**src/rtl/operand_fetch_sequencer_if.sv**
```systemverilog
// Handshake bundle between the operand fetch sequencer and its neighbours:
// fetch-unit start, instruction-memory read port, accumulator put strobe and command handshake.
interface operand_fetch_sequencer_if #(
    parameter int ADDR_W = 8
);
    logic              start;
    logic [ADDR_W-1:0] base_addr;
    logic [1:0]        op_count;
    logic              mem_req;
    logic [ADDR_W-1:0] mem_addr;
    logic              mem_ack;
    logic [7:0]        mem_data;
    logic              put_flag;
    logic [7:0]        put_value;
    logic [1:0]        ops_loaded;
    logic              cmd_valid;
    logic              cmd_ack;
    logic              busy;
    logic [ADDR_W-1:0] next_addr;
    logic              err;

    modport master (
        input  start, base_addr, op_count, mem_ack, mem_data, cmd_ack,
        output mem_req, mem_addr, put_flag, put_value, ops_loaded,
               cmd_valid, busy, next_addr, err
    );

    modport slave (
        output start, base_addr, op_count, mem_ack, mem_data, cmd_ack,
        input  mem_req, mem_addr, put_flag, put_value, ops_loaded,
               cmd_valid, busy, next_addr, err
    );
endinterface

```
**src/rtl/operand_fetch_sequencer.sv**
```systemverilog
// Fetches up to MAX_OPS operand bytes into the accumulator one put per byte,
// inserts a settle cycle, then holds cmd_valid until the consumer acks.
module operand_fetch_sequencer #(
    parameter int ADDR_W  = 8,
    parameter int MAX_OPS = 3
) (
    input logic                       clk,
    input logic                       rst_n,
    operand_fetch_sequencer_if.master bus
);
    localparam logic [2:0] S_IDLE   = 3'd0;
    localparam logic [2:0] S_REQ    = 3'd1;
    localparam logic [2:0] S_PUT    = 3'd2;
    localparam logic [2:0] S_SETTLE = 3'd3;
    localparam logic [2:0] S_CMD    = 3'd4;

    localparam logic [2:0] MAX_CNT = 3'(MAX_OPS);

    logic [2:0]        state;
    logic [ADDR_W-1:0] addr;
    logic [ADDR_W-1:0] next_addr;
    logic [1:0]        count;
    logic [1:0]        loaded;
    logic [1:0]        loaded_inc;
    logic [7:0]        data;
    logic              err;

    assign loaded_inc = loaded + 2'd1;

    always_ff @(posedge clk) begin
        if (!rst_n) begin
            state     <= S_IDLE;
            addr      <= '0;
            next_addr <= '0;
            count     <= 2'd0;
            loaded    <= 2'd0;
            data      <= 8'd0;
            err       <= 1'b0;
        end else begin
            err <= 1'b0;
            case (state)
                S_IDLE: begin
                    if (bus.start) begin
                        if ({1'b0, bus.op_count} > MAX_CNT) begin
                            err <= 1'b1;
                        end else begin
                            // A zero-operand command still records its base so next_addr
                            // reports where the (empty) operand run ended.
                            addr   <= bus.base_addr;
                            count  <= bus.op_count;
                            loaded <= 2'd0;
                            state  <= (bus.op_count == 2'd0) ? S_SETTLE : S_REQ;
                        end
                    end
                end
                S_REQ: begin
                    if (bus.mem_ack) begin
                        data  <= bus.mem_data;
                        state <= S_PUT;
                    end
                end
                S_PUT: begin
                    loaded <= loaded_inc;
                    addr   <= addr + ADDR_W'(1);
                    state  <= (loaded_inc == count) ? S_SETTLE : S_REQ;
                end
                S_SETTLE: state <= S_CMD;
                S_CMD: begin
                    if (bus.cmd_ack) begin
                        next_addr <= addr;
                        state     <= S_IDLE;
                    end
                end
                default: state <= S_IDLE;
            endcase
        end
    end

    // Every output is a decode of registered state, so no input reaches an output combinationally.
    assign bus.mem_req    = (state == S_REQ);
    assign bus.mem_addr   = addr;
    assign bus.put_flag   = (state == S_PUT);
    assign bus.put_value  = data;
    assign bus.ops_loaded = loaded;
    assign bus.cmd_valid  = (state == S_CMD);
    assign bus.busy       = (state != S_IDLE);
    assign bus.next_addr  = next_addr;
    assign bus.err        = err;
endmodule

```
**src/flat_wrapper.sv**
```systemverilog
// flat-port wrapper written by rule: the top's interface ports become plain ports
module operand_fetch_sequencer_flat 
#(
    parameter int ADDR_W  = 8,
    parameter int MAX_OPS = 3
)
  (clk, rst_n, bus_start, bus_base_addr, bus_op_count, bus_mem_ack, bus_mem_data, bus_cmd_ack, bus_mem_req, bus_mem_addr, bus_put_flag, bus_put_value, bus_ops_loaded, bus_cmd_valid, bus_busy, bus_next_addr, bus_err);
  operand_fetch_sequencer_if #(.ADDR_W(ADDR_W)) bus_i ();
  input logic clk;
  input logic rst_n;
  input wire logic [$bits(bus_i.start)-1:0] bus_start;
  input wire logic [$bits(bus_i.base_addr)-1:0] bus_base_addr;
  input wire logic [$bits(bus_i.op_count)-1:0] bus_op_count;
  input wire logic [$bits(bus_i.mem_ack)-1:0] bus_mem_ack;
  input wire logic [$bits(bus_i.mem_data)-1:0] bus_mem_data;
  input wire logic [$bits(bus_i.cmd_ack)-1:0] bus_cmd_ack;
  output wire logic [$bits(bus_i.mem_req)-1:0] bus_mem_req;
  output wire logic [$bits(bus_i.mem_addr)-1:0] bus_mem_addr;
  output wire logic [$bits(bus_i.put_flag)-1:0] bus_put_flag;
  output wire logic [$bits(bus_i.put_value)-1:0] bus_put_value;
  output wire logic [$bits(bus_i.ops_loaded)-1:0] bus_ops_loaded;
  output wire logic [$bits(bus_i.cmd_valid)-1:0] bus_cmd_valid;
  output wire logic [$bits(bus_i.busy)-1:0] bus_busy;
  output wire logic [$bits(bus_i.next_addr)-1:0] bus_next_addr;
  output wire logic [$bits(bus_i.err)-1:0] bus_err;
  assign bus_i.start = bus_start;
  assign bus_i.base_addr = bus_base_addr;
  assign bus_i.op_count = bus_op_count;
  assign bus_i.mem_ack = bus_mem_ack;
  assign bus_i.mem_data = bus_mem_data;
  assign bus_i.cmd_ack = bus_cmd_ack;
  assign bus_mem_req = bus_i.mem_req;
  assign bus_mem_addr = bus_i.mem_addr;
  assign bus_put_flag = bus_i.put_flag;
  assign bus_put_value = bus_i.put_value;
  assign bus_ops_loaded = bus_i.ops_loaded;
  assign bus_cmd_valid = bus_i.cmd_valid;
  assign bus_busy = bus_i.busy;
  assign bus_next_addr = bus_i.next_addr;
  assign bus_err = bus_i.err;
  operand_fetch_sequencer #(.ADDR_W(ADDR_W), .MAX_OPS(MAX_OPS)) u_core (.clk(clk), .rst_n(rst_n), .bus(bus_i));
endmodule
```
**config.mk**
```make
export PLATFORM = sky130hd
export DESIGN_NAME = operand_fetch_sequencer_flat
export DESIGN_NICKNAME = d
export VERILOG_FILES = /design/src/rtl/operand_fetch_sequencer_if.sv /design/src/rtl/operand_fetch_sequencer.sv /design/src/flat_wrapper.sv
export SDC_FILE = /design/constraint.sdc
export NUM_CORES = 1
export LEC_CHECK = 0
export ABC_CLOCK_PERIOD_IN_PS = 1400
export CORE_ASPECT_RATIO = 0.9
export CORE_MARGIN = 2
export CORE_UTILIZATION = 41
export CTS_BUF_LIST = sky130_fd_sc_hd__clkbuf_8
export CTS_CLUSTER_SIZE = 40
export DETAILED_ROUTE_END_ITERATION = 10
export PLACE_DENSITY_LB_ADDON = 0.08
export SYNTH_ARGS = -nofsm -noshare
export SYNTH_HDL_FRONTEND = slang
export SYNTH_SLANG_ARGS = --single-unit
```
**constraint.sdc**
```tcl
create_clock -name clk -period 1.4 [get_ports clk]
set_input_delay 0.28 -clock clk [delete_from_list [all_inputs] [get_ports clk]]
set_output_delay 0.28 -clock clk [all_outputs]
set_load 0.02 [all_outputs]
```
### Word-level counts from Yosys, hierarchy flattened

Index checks and enable logic that the tools add are counted.

| word-level totals | value |
|---|---|
| bits in registers | 31 |
| bits in latches | 0 |
| bits in writable memories | 0 |
| bits in read-only memories | 0 |
| bits of input ports | 23 |
| output and inout bits | 31 |
| word-level logic and storage cells | 35 |
| memories kept | 0 |

| operators by class | value |
|---|---|
| add/subtract/negate cells | 2 |
| $mul | 0 |
| divide/modulo/power cells | 0 |
| order comparisons | 0 |
| equality and inequality tests | 8 |
| shift-type cells | 0 |
| muxes and demuxes | 10 |
| bitwise logic cells | 0 |
| reductions and logical operators | 9 |

Operators by type and width:

| operator | number |
|---|---|
| $pmux 8 s2 | 1 |
| $pmux 3 s5 | 1 |
| $mux 3 | 3 |
| $add 8x1->8 const B | 1 |
| $mux 8 | 1 |
| $reduce_and 2->1 | 4 |
| $eq 3x2->1 const B | 2 |
| $mux 2 | 3 |
| $ne 2x2->1 const B | 3 |
| $pmux 2 s2 | 1 |
| $eq 3x1->1 const B | 1 |
| $eq 3x3->1 const B | 1 |
| $logic_not 3->1 | 1 |
| $reduce_and 3->1 | 1 |
| $reduce_bool 3->1 | 1 |
| $add 2x1->2 const B | 1 |
| $eq 2x2->1 | 1 |
| $logic_not 2->1 | 1 |
| $reduce_bool 2->1 | 1 |

### Longest topological paths before layout

Gate-level depths: netlist (run 1).

| depth | value |
|---|---|
| depth in word-level cells | 4 |
| mapped depth | 7 |
| depth with buffers taken out | 5 |

### Worst setup path after synthesis (run 1)

Ideal clock, no wire load.

| timing | value |
|---|---|
| path kind | register to register |
| start point | register u_core.state[0] |
| end point | register u_core.data[0], in the netlist u_core.bus.put_value[0] |
| data arrival time | 1.712 ns |
| path slack | -0.428 ns |
| stages on the path, launching flop included | 7 |
| path buffers | 2 |
| cell sequence | dfxtp_1 > buf_6 > nor3b_1 > and2_1 > buf_4 > mux2i_1 > nor2b_1 |

| between the ends | value |
|---|---|
| longest elaborated chain between the ends | 2 |

Ends and longest elaborated chain:

| element | RTL line | RTL |
|---|---|---|
| start: declaration | operand_fetch_sequencer.sv:19 | `logic [2:0] state;` |
| start signal: assignment | operand_fetch_sequencer.sv:52 | `state <= (bus.op_count == 2'd0) ? S_SETTLE : S_REQ;` |
| start signal: assignment | operand_fetch_sequencer.sv:65 | `state <= (loaded_inc == count) ? S_SETTLE : S_REQ;` |
| $eq 3x1->1 | - |  |
| named net bus_mem_req | flat_wrapper.sv:17 | `output wire logic [$bits(bus_i.mem_req)-1:0] bus_mem_req;` |
| $reduce_and 2->1 (no line) | - |  |
| end signal: assignment | operand_fetch_sequencer.sv:58 | `data <= bus.mem_data;` |
| end: declaration | operand_fetch_sequencer.sv:25 | `logic [7:0] data;` |

The timed path passes the listed nets, and every way through them passes these cells.
A chain may end at the register's enable or synchronous reset.

### Worst setup path in the final report (run 1)

| timing | value |
|---|---|
| start point | register u_core.state[2] |
| end point | output bus_busy |

| between the ends | value |
|---|---|
| longest elaborated chain between the ends | 1 |

Ends and longest elaborated chain:

| element | RTL line | RTL |
|---|---|---|
| $reduce_bool 3->1 | operand_fetch_sequencer.sv:86 | `assign bus.busy = (state != S_IDLE);` |
| end: declaration | flat_wrapper.sv:23 | `output wire logic [$bits(bus_i.busy)-1:0] bus_busy;` |

No other way between the ends.

==> impl_metrics.toml, run 1 <==
[critical_path]
ff2ff_setup_slack_ns = -0.11
crit_cells = 3
worst-path-buf-inv = 2
rr_worst_depth = 7
worstPathArrival_ns = 1.26
start_kind = "flip-flop"
crit_chain = "buf_6, or3_4, buf_6"
path_delay_family = "simple AND/OR/NAND/NOR gates"
critPathKind = "reg2out"
end_kind = "primary output"
r2r_end = "u_core.bus.mem_addr[7]$_SDFFE_PN0P_"
required_ns = 1.12
path_common_cell = "buf_6"
cpPeakStageDelay_ns = 0.38
critPathMaxFanout = 5
r2r-start = "u_core.state[0]$_SDFFE_PN0P_"
slowest_stage = "or3_4"

[synth]
yosysSeqAreaShare_pct = 41.6
synth-seq-cells = 31
syn-num-nets = 185
netlist_instances = 161
async_flop_share_pct = 0
synth-edff-count = 0
synthTopCellsByCount = "31 x dfxtp_1, 28 x nand2_1, 14 x a21boi_0"
synth_top_area_cell = "dfxtp_1"
synth.avg_cell_area_sq_um = 9.26
syn-cell-area_sq_um = 1490
ys_warn_count = 0
ys_top_cells_by_area = "dfxtp_1 42%, a21boi_0 7.1%, nand2_1 7.1%"
synth_top_area_share_pct = 41.6
synth.most_common_cell = "dfxtp_1"
yosysUniqueCellTypes = 47
synth-main-ff-cell = "dfxtp_1"

[sta]
fmax_ghz = 0.651
fin_hold_ws_ns = 0.455
fin_crit_sh_pct = 110
skew_ns = 0.00297
fin_ws_ns = -0.137
final-hold-violation-count = 0
setup_violations = 20
rsz0062_at_grt = "yes"
setup_tns_ns = -0.958
fin_crit_ns = 1.54
maxSlewViolCount = 0

[hold_path]
holdPathStages = 2
min_path_type = "reg2reg"
min-delay-start = "u_core.bus.next_addr[6]$_SDFFE_PN0P_"
hold_end = "u_core.bus.next_addr[6]$_SDFFE_PN0P_"

[run_status]
outcome = "complete, but fails checks"
violations = "setup timing"

[cts]
cts_sinks = 31
cts_tree = "yes"
clockRootBuffer = "clkbuf_8"
clock_latency_ns = 0.27
h-tree-depth = 2
clockBufferDepth = 2
cts_hold_buffers = 0
path_clk_slew_ns = 0.06
cts_made_buffers = 5

[grt]
grt_overflow = 0
grt_pass1_vias = 1438
gr-usage-all-layers_pct = 21.8
grt_max_degree = 16
grt_pass1_wl_microns = 6640
antenna_found_initial = 0

[power_and_ir_drop]
p_leak_nw = 1.09
powerDensity_nw_per_um2 = 998
peakVddDrop_v = 0.000647
p_total_mw = 2.54

[placement]
dp_cells = 272
gp_congestion = 0.794
port_buffers = 52
dp_hpwl_microns = 2910

[final_layout]
nets = 270
layout-drive-gt1-share_pct = 36.4
finalNonFillerCells = 291
area_delta_synth_final_pct = 71.0
antennaDiodeCount = 0

[flow_run]
maxCapViolCount = 0

[detailed_routing]
drt_iter0_markers = 50
wirelength_microns = 4260
drc_errors = 0
num_vias = 1484
avgViaCountPerCell = 5.10
wl_per_cell_microns = 14.6
antenna_left = 0
dr.pass1.iters = 4

[die]
core_area_sq_um = 3430
design.die.area_sq_um = 4130
die_y_microns = 61.2
die_w_microns = 67.6
start_util_pct = 43.5
row_count = 20
ios = 54
==> sequential cells by signal, summed over array words and instances, names as in the netlist <==
register / count
u_core.bus.next_addr: 8
u_core.state: 3
u_core.bus.mem_addr: 8
u_core.bus.put_value: 8
u_core.bus.ops_loaded: 2
u_core.count: 2
==> tightest hold or removal path, cell delays in order (launching register included) <==
cell,delay [ns]
dfxtp_1,0.31
nand2_1,0.05
a21boi_1,0.05
==> cell usage in the layout, fill, tap and decap left out, types with 5 or more instances in the layout <==
cell and instances:
a21boi_1 8, a21boi_2 7, a21oi_1 5, buf_4 25
buf_6 13, clkbuf_8 6, clkdlybuf4s50_1 22, dfxtp_1 25
dlygate4sd2_1 25, mux2i_1 9, nand2_1 19, nand2_2 8
nor2b_1 13
==> layer usage <==
metal  global-route usage, %  up-vias  part of all wire, %
li1                        -      730                    -
met1                    27.6      705                   46
met2                    37.0       47                   48
met3                    5.30        2                  5.7
met4                    6.71        0                 0.45
met5                       0        -                    0
==> final cells by class <==
cell class | count | area, sq um
Fill cell | 230 | 880
Multi-Input combinational cell | 117 | 902
Sequential cell | 31 | 636
Tap cell | 44 | 55.1
Timing Repair Buffer | 89 | 823
Clock buffer | 6 | 82.6
Clock inverter | 2 | 35.0
Inverter | 2 | 15.0
==> worst max-delay path by stage <==
stage | from | endpoint
after floorplan | u_core.state[2]$_SDFFE_PN0P_ | u_core.bus.mem_addr[7]$_SDFFE_PN0P_
after global placement | bus_start | u_core.bus.mem_addr[3]$_SDFFE_PN0P_
after detailed placement | bus_start | u_core.bus.mem_addr[3]$_SDFFE_PN0P_
after CTS | u_core.state[0]$_SDFFE_PN0P_ | bus_busy
after global routing | u_core.state[0]$_SDFFE_PN0P_ | u_core.bus.mem_addr[7]$_SDFFE_PN0P_
final | u_core.state[2]$_SDFFE_PN0P_ | bus_busy
==> cell families after synthesis <==
family          after synthesis  synth area share [%]
compound gates               35                  16.8
xor+xnor                      1                 0.588
fa+ha+maj                     1                 0.839
buf+inv                      13                  6.13
flops                        31                  41.6
mux                          10                  7.05
other cells                   1                 0.252
simple gates                 69                  26.7
==> repair_timing <==
| item | in CTS | in global routing |
|---|---|---|
| setup endpoints to repair | 58 | 35 |
| setup buffers | 8 | 1 |
| pin swaps | 11 | 17 |
| gates cloned | 3 | 0 |
| gates resized for setup | 87 | 19 |
==> where the power goes <==
part	internal, mW	switching, mW
Clock	0.575	0.324
Combinational	0.370	0.302
Sequential	0.933	0.0388
==> metrics by stage <==
step / util, % / area (sq um) / setup WS (ns)
after global routing: 74.3 / 2550 / -0.207
after detailed placement: 65.3 / 2240 / -0.336
after floorplan: - / 1550 / -0.0935
after global placement: 65.3 / 2240 / -0.321
after CTS: 72.4 / 2480 / -0.135
final: 74.3 / 2550 / -0.137
Note: power is estimated with default switching activity, not from simulation.
==> run 2, diff against run 1 <==
--- a/config.mk
+++ b/config.mk
@@ -5,14 +5,14 @@
 export SDC_FILE = /design/constraint.sdc
 export NUM_CORES = 1
 export LEC_CHECK = 0
-export ABC_CLOCK_PERIOD_IN_PS = 1400
+export ABC_CLOCK_PERIOD_IN_PS = 1770
 export CORE_ASPECT_RATIO = 0.9
 export CORE_MARGIN = 2
-export CORE_UTILIZATION = 41
+export CORE_UTILIZATION = 49
 export CTS_BUF_LIST = sky130_fd_sc_hd__clkbuf_8
 export CTS_CLUSTER_SIZE = 40
 export DETAILED_ROUTE_END_ITERATION = 10
-export PLACE_DENSITY_LB_ADDON = 0.08
+export PLACE_DENSITY_LB_ADDON = 0.2
 export SYNTH_ARGS = -nofsm -noshare
 export SYNTH_HDL_FRONTEND = slang
 export SYNTH_SLANG_ARGS = --single-unit
==> constraint.sdc (replaced) <==
create_clock -name clk -period 1.77 [get_ports clk]
set_input_delay 0.177 -clock clk [delete_from_list [all_inputs] [get_ports clk]]
set_output_delay 0.177 -clock clk [all_outputs]
set_load 0.02 [all_outputs]
==> run 2 against run 1 <==
Effect of this change:
- the run now ends clean
- clock skew grew 0.0031 ns
- sequential cell count is the same
- power fell by 31%
- via count shrank 7.1%
- worst hold slack improved by 0.013 ns
- largest cell class unchanged
- highest routed layer unchanged
==> impl_metrics.toml, run 2 (synthesis gave the netlist of run 1 again) <==
[die]
ios = 54
start_util_pct = 52.9
design.die.area_sq_um = 3500
core_area_sq_um = 2820
die_w_microns = 62.1
row_count = 18
die_y_microns = 56.3

[cts]
cts_sinks = 31
clockBufferDepth = 2
clock_latency_ns = 0.27
h-tree-depth = 2
clockRootBuffer = "clkbuf_8"
cts_tree = "yes"
path_clk_slew_ns = 0.07
cts_made_buffers = 5

[placement]
postPlaceCellArea_sq_um = 2070
gp_congestion = 0.789
dp_cells = 254
dp_hpwl_microns = 2870
port_buffers = 52
dp_worst_setup_slack_ns = 0.000118

[run_status]
outcome = "completed"

[final_layout]
antennaDiodeCount = 0
nets = 245
fin_util_pct = 77.2
layout_common_cells = "48 x clkdlybuf4s50_1, 31 x dfxtp_1, 28 x nand2_1"
finalNonFillerCells = 262
stdcell_area_sq_um = 2170
area_delta_synth_final_pct = 45.8
layout_commonest_cell = "clkdlybuf4s50_1"
layout-drive-gt1-share_pct = 13.1

[grt]
grt_util_met1_pct = 25.0
grt_busiest_layer = "met2"
grt_pass1_wl_microns = 6310
groute.layer.met2.usage_pct = 41.8
grt_pass1_vias = 1412
grt_overflow = 0
gr-usage-all-layers_pct = 22.4
grt_max_degree = 14
met3_usage_pct = 5.81
antenna_found_initial = 0

[critical_path]
end_kind = "primary output"
critPathMaxFanout = 6
worstPathArrival_ns = 1.47
required_ns = 1.59
rr_worst_depth = 5
critPathKind = "reg2out"
start_kind = "flip-flop"

[detailed_routing]
wl_per_cell_microns = 14.8
dr.pass1.iters = 4
wirelength_microns = 3890
num_vias = 1379
drc_errors = 0
avgViaCountPerCell = 5.26
drt_iter0_markers = 50
antenna_left = 0

[sta]
final-hold-violation-count = 0
setup_violations = 0
fin_ws_ns = 0.120
rsz0062_at_grt = "no"
fin_crit_sh_pct = 93.2
fmax_ghz = 0.606
maxSlewViolCount = 0
setup_tns_ns = 0
fin_hold_ws_ns = 0.468
fin_crit_ns = 1.65
skew_ns = 0.00609

[power_and_ir_drop]
p_sw_mw = 0.469
seqPwrFrac_pct = 44.0
combPwrFrac_pct = 22.3
p_int_mw = 1.29
powerDensity_nw_per_um2 = 809
switching_share_pct = 26.7
p_leak_nw = 0.802
peakVddDrop_v = 0.000541
p_total_mw = 1.76
clock_power_share_pct = 33.7

[flow_run]
maxCapViolCount = 0

[hold_path]
min_path_type = "reg2reg"
holdPathStages = 2
[run 2: repair_timing]
item	CTS	global route
hold buffers	0	0
resized for setup	4	2
gates cloned	0	0
setup endpoints to repair	4	4
setup buffers	0	0
[run 2: area by class of cell]
type,instances,area (sq um)
clock buffers,7,96.3
clock inverters,1,3.75
fillers,206,643
inverters,2,7.51
multi-input cells,117,788
flip-flops and latches,31,621
well taps,40,50.0
repair buffers,64,606
[run 2: power groups by stage]
stage / clock (mW) / sequential (mW) / combinational (mW)
finish: 0.593 / 0.773 / 0.392
global route: 0.627 / 0.777 / 0.421
CTS: 0.604 / 0.771 / 0.390
detailed placement: 0 / 0.786 / 0.394
global placement: 0 / 0.784 / 0.383
floorplan: 0 / 0.818 / 0.185
[run 2: path summary, 6_finish.rpt]
check | from | endpoint | slack (ns)
worst max register to register | u_core.state[0]$_SDFFE_PN0P_ | u_core.bus.mem_addr[3]$_SDFFE_PN0P_ | 0.13
worst max-delay path | u_core.state[2]$_SDFFE_PN0P_ | bus_put_flag | 0.12
worst min-delay path | u_core.bus.next_addr[4]$_SDFFE_PN0P_ | u_core.bus.next_addr[4]$_SDFFE_PN0P_ | 0.47
worst min register to register | u_core.bus.next_addr[4]$_SDFFE_PN0P_ | u_core.bus.next_addr[4]$_SDFFE_PN0P_ | 0.47
[run 2: metal layers]
layer,vias up,part of all wire (%)
met4,0,1.2
met2,43,51
li1,681,-
met1,649,43
met5,-,0
met3,6,4.7
[run 2: critical path, cell delays in order (launching register included)]
cell           delay (ns)
dfxtp_1              0.35
or3b_1               0.42
inv_2                0.09
dlygate4sd2_1        0.33
==> RTL change 1 (flow settings as in run 2) <==
`ADDR_W` is set to 8 in 3 places; all go to 9.
--- a/src/rtl/operand_fetch_sequencer_if.sv
+++ b/src/rtl/operand_fetch_sequencer_if.sv
@@ -1,7 +1,7 @@
 // Handshake bundle between the operand fetch sequencer and its neighbours:
 // fetch-unit start, instruction-memory read port, accumulator put strobe and command handshake.
 interface operand_fetch_sequencer_if #(
-    parameter int ADDR_W = 8
+    parameter int ADDR_W = 9
 );
     logic              start;
     logic [ADDR_W-1:0] base_addr;
--- a/src/rtl/operand_fetch_sequencer.sv
+++ b/src/rtl/operand_fetch_sequencer.sv
@@ -1,7 +1,7 @@
 // Fetches up to MAX_OPS operand bytes into the accumulator one put per byte,
 // inserts a settle cycle, then holds cmd_valid until the consumer acks.
 module operand_fetch_sequencer #(
-    parameter int ADDR_W  = 8,
+    parameter int ADDR_W  = 9,
     parameter int MAX_OPS = 3
 ) (
     input logic                       clk,
--- a/src/flat_wrapper.sv
+++ b/src/flat_wrapper.sv
@@ -1,7 +1,7 @@
 // flat-port wrapper written by rule: the top's interface ports become plain ports
 module operand_fetch_sequencer_flat 
 #(
-    parameter int ADDR_W  = 8,
+    parameter int ADDR_W  = 9,
     parameter int MAX_OPS = 3
 )
   (clk, rst_n, bus_start, bus_base_addr, bus_op_count, bus_mem_ack, bus_mem_data, bus_cmd_ack, bus_mem_req, bus_mem_addr, bus_put_flag, bus_put_value, bus_ops_loaded, bus_cmd_valid, bus_busy, bus_next_addr, bus_err);
Interface: changed (resized bus_base_addr, bus_mem_addr and bus_next_addr); port bits go from 54 to 57. No check against the original RTL was run, so the function may have changed too.
==> RTL change 1 against run 2 <==
Worst hold slack got worse by 0.013 ns; clock skew decreased by 0.0012 ns; largest cell class unchanged; non-clock buffer count did not move; sequential share of layout area rose by 2.4 points; largest power group unchanged; sequential cell count grew 2; critical path type unchanged; final area fell by 1.8%; worst setup slack got worse by 0.043 ns; routed wire length shrank 1.3%; die area is 4.0% lower; synthesized area shrank 4.3%; total power rose by 3.0%.
==> RTL change 1: results (changes against run 2) <==
| Metric | Value |
|---|---|
| Status | `finished clean` |
| Post-CTS Setup Bufs | `0 (unchanged)` |
| Hold Crit Class | `in2reg` |
| CP Max Fanout | `9 (+3)` |
| Top FF cell, synth | `dfxtp_1` |
| Dpl ws | `0.104 ns (+0.104 ns)` |
| Port bufs | `55 (+5.8%)` |
| Reg2Reg Setup Slack | `0.16 ns (+0.03 ns)` |
| Drt wl/cell | `14.3 um (-3.8%)` |
| Yosys warns | `0 (unchanged)` |
| Final nets | `253 (+3.3%)` |
| Clock skew | `0.00487 ns (-0.00122 ns)` |
| Hold depth | `3 (+1)` |
| First-pass GRT wire length | `5910 um (-6.4%)` |
| Worst Path Arrival | `1.52 ns (+0.05 ns)` |
| GR Util met3 | `9.30% (+3.5 points)` |
| Distinct cell type count after synthesis | `38 (-19%)` |
| Routed met2 length | `1930 um (-1.7%)` |
| Maximum vdd drop | `0.644 mV (+19%)` |
| Met2 track demand over resource | `42.5% (+0.70 points)` |
| Filler cells | `212 (+2.9%)` |
| Crit Reg-Reg Endpoint | `u_core.bus.mem_addr[4]` |
| Sequential area share after synthesis | `46.3% (+4.7 points)` |
| Grt met1 use | `25.8% (+0.79 points)` |
| RD Place Congestion | `0.784 (-0.56%)` |
| Metal3 WL | `305 um (+66%)` |
| Min-delay src | `bus_base_addr[7]` |
| WHS Endpoint | `u_core.bus.mem_addr[7]` |
| Latest clock arrival within the worst-skew pair | `0.29 ns (+0.02 ns)` |
| Post-Place Cells | `261 (+2.8%)` |
| Total track usage | `24.4% (+2.0 points)` |
| Final wirelength | `3840 um (-1.3%)` |
| Pin count of the biggest net entering global routing | `17 (+3)` |
| Post-Syn Nets | `192 (+3.8%)` |
| DRT met1 WL | `1540 um (-8.4%)` |
| Layout cells sized above 1 | `8.73% (-4.3 points)` |
| HPWL after detailed placement | `2970 um (+3.6%)` |
| Vias in the first global route | `1,366 (-3.3%)` |
| CTS root buffer | `clkbuf_8` |
| Switching pwr | `0.000546 W (+16%)` |
| Synth area leaders | `dfxtp_1 46%, nand2_1 8.2%, a21oi_1 5.6%` |
| Fin worst setup slack | `0.0769 ns (-0.0433 ns)` |
| Leak | `0.786 nW (-2.0%)` |
| Post-Syn Area per Cell | `8.54 sq um (-7.7%)` |
| Vias per cell | `5.48 (+4.2%)` |
==> RTL change 1: metrics by stage <==
step | instance area, sq um | hold WS (ns) | utilization (%)
floorplan | 1440 | 0.311 | -
global placement | 2060 | 0.440 | 74.8
detailed placement | 2060 | 0.449 | 74.8
CTS | 2130 | 0.450 | 77.6
global route | 2130 | 0.463 | 77.6
finish | 2130 | 0.455 | 77.6
==> RTL change 1: power groups by stage <==
| stage | clock network, W | logic (W) | registers [W] |
|---|---|---|---|
| 2_1_floorplan | 0 | 0.000198 | 0.000897 |
| 3_3_place_gp | 0 | 0.000436 | 0.000854 |
| 3_5_place_dp | 0 | 0.000452 | 0.000859 |
| 4_1_cts | 0.000532 | 0.000445 | 0.000843 |
| 5_1_grt | 0.000557 | 0.000479 | 0.000850 |
| 6_report | 0.000519 | 0.000446 | 0.000845 |
==> RTL change 1: layout make-up <==
| cell class | count | area [sq um] | area share (%) |
|---|---|---|---|
| Inverter | 3 | 16.3 | 0.763 |
| Tap cell | 40 | 50.0 | 2.35 |
| Clock buffer | 5 | 68.8 | 3.23 |
| Multi-Input combinational cell | 121 | 712 | 33.4 |
| Sequential cell | 33 | 661 | 31.0 |
| Timing Repair Buffer | 64 | 613 | 28.8 |
| Clock inverter | 3 | 11.3 | 0.528 |
==> RTL change 1: worst max-delay path, cell delays in order (launching register included) <==
cell	delay, ns
dfxtp_1	0.32
or3b_1	0.45
clkinv_4	0.12
dlygate4sd2_1	0.34
==> RTL change 1: kinds of logic (layout without fill, tap and decap cells) <==
group,count (synthesis),count (layout),synth area share [%]
mux,8,8,5.61
flops,33,33,46.3
compound gates,34,34,14.6
xor+xnor,1,1,0.614
fa+ha+maj,1,1,0.877
buf+inv,13,75,5.00
simple gates,76,76,26.7
other cells,1,1,0.263
==> RTL change 2 (config.mk and constraints of run 2) <==
Without the edit above. Register the output `bus.put_flag`, without a reset; this adds one clock of latency there.
--- a/src/rtl/operand_fetch_sequencer.sv
+++ b/src/rtl/operand_fetch_sequencer.sv
@@ -79,7 +79,9 @@
     // Every output is a decode of registered state, so no input reaches an output combinationally.
     assign bus.mem_req    = (state == S_REQ);
     assign bus.mem_addr   = addr;
-    assign bus.put_flag   = (state == S_PUT);
+    always_ff @(posedge clk) begin
+        bus.put_flag <= (state == S_PUT);
+    end
     assign bus.put_value  = data;
     assign bus.ops_loaded = loaded;
     assign bus.cmd_valid  = (state == S_CMD);
Check against the original RTL: not equivalent (a bounded check fails within 4 cycles, from zero or initial values and one cycle with rst_n low).
==> RTL change 2 against run 2 <==
Final area grew 1.0%; sequential cell count grew 1; routed wire length decreased by 6.8%; worst setup slack got worse by 0.071 ns; total power up 10%; global-route usage up 0.40 points; die area rose by 1.3%; synthesized area increased by 1.3%; largest cell class unchanged; highest routed layer unchanged.
==> RTL change 2: results (changes against run 2) <==
| Metric | Value |
|---|---|
| CP Max Fanout | `9 (+3)` |
| Routed met2 length | `1780 um (-9.5%)` |
| Worst Path Arrival | `1.89 ns (+0.42 ns)` |
| DP Area | `0.00207 sq mm (-0.12%)` |
| Post-Place Cells | `252 (-0.79%)` |
| WHS Endpoint | `u_core.bus.next_addr[6]` |
| Min Hold Slack | `0.462 ns (-0.00529 ns)` |
| HPWL after detailed placement | `2650 um (-7.5%)` |
| First-pass GRT wire length | `6290 um (-0.44%)` |
| DRT met1 WL | `1580 um (-6.1%)` |
| Sequential area share after synthesis | `42.4% (+0.77 points)` |
| Final nets | `241 (-1.6%)` |
| Commonest cells post-synth | `32 x dfxtp_1, 28 x nand2_1, 14 x a21boi_0` |
| Post-Syn Nets | `186 (+0.54%)` |
| Metal3 WL | `232 um (+26%)` |
| Pwr dens | `882 mW/mm^2 (+9.0%)` |
| Status | `finished clean` |
| Syn Inst Count | `162 (+0.62%)` |
| Min-delay src | `u_core.bus.next_addr[6]` |
| Grt met1 use | `25.8% (+0.80 points)` |
| Vias per cell | `5.21 (-0.98%)` |
| GR Util met3 | `10.6% (+4.8 points)` |
| Setup crit end | `u_core.bus.mem_addr[3]` |
| Synth area leaders | `dfxtp_1 42%, a21boi_0 7.0%, nand2_1 7.0%` |
| Met2 track demand over resource | `39.2% (-2.6 points)` |
| Pin count of the biggest net entering global routing | `19 (+5)` |
| Maximum vdd drop | `0.654 mV (+21%)` |
| Period utilization | `97.2% (+4.0 points)` |
## RTL change 2: logic make-up (layout without fill, tap and decap cells)
| logic type | Yosys count | count (layout) | synth area share (%) |
|---|---|---|---|
| AOI/OAI and AO/OA | 35 | 35 | 16.6 |
| other | 1 | 1 | 0.248 |
| muxes | 10 | 10 | 6.96 |
| buffers and inverters | 13 | 69 | 6.05 |
| adders and majority gates | 1 | 1 | 0.828 |
| and+or+nand+nor | 69 | 69 | 26.3 |
| DFF | 32 | 32 | 42.4 |
| xor gates and xnor gates | 1 | 1 | 0.580 |
## RTL change 2: layout make-up
cell class / instances / area (sq um)
Fill cell: 239 / 801
Multi-Input combinational cell: 117 / 783
Sequential cell: 32 / 643
Timing Repair Buffer: 59 / 582
Clock buffer: 7 / 96.3
Tap cell: 42 / 52.6
Clock inverter: 1 / 30.0
Inverter: 2 / 7.51
## RTL change 2: repair_timing
item | in CTS | in global routing
buffers inserted | 0 | 0
hold buffers | 0 | 0
resized for setup | 5 | 0
endpoints found under the setup margin | 3 | 0
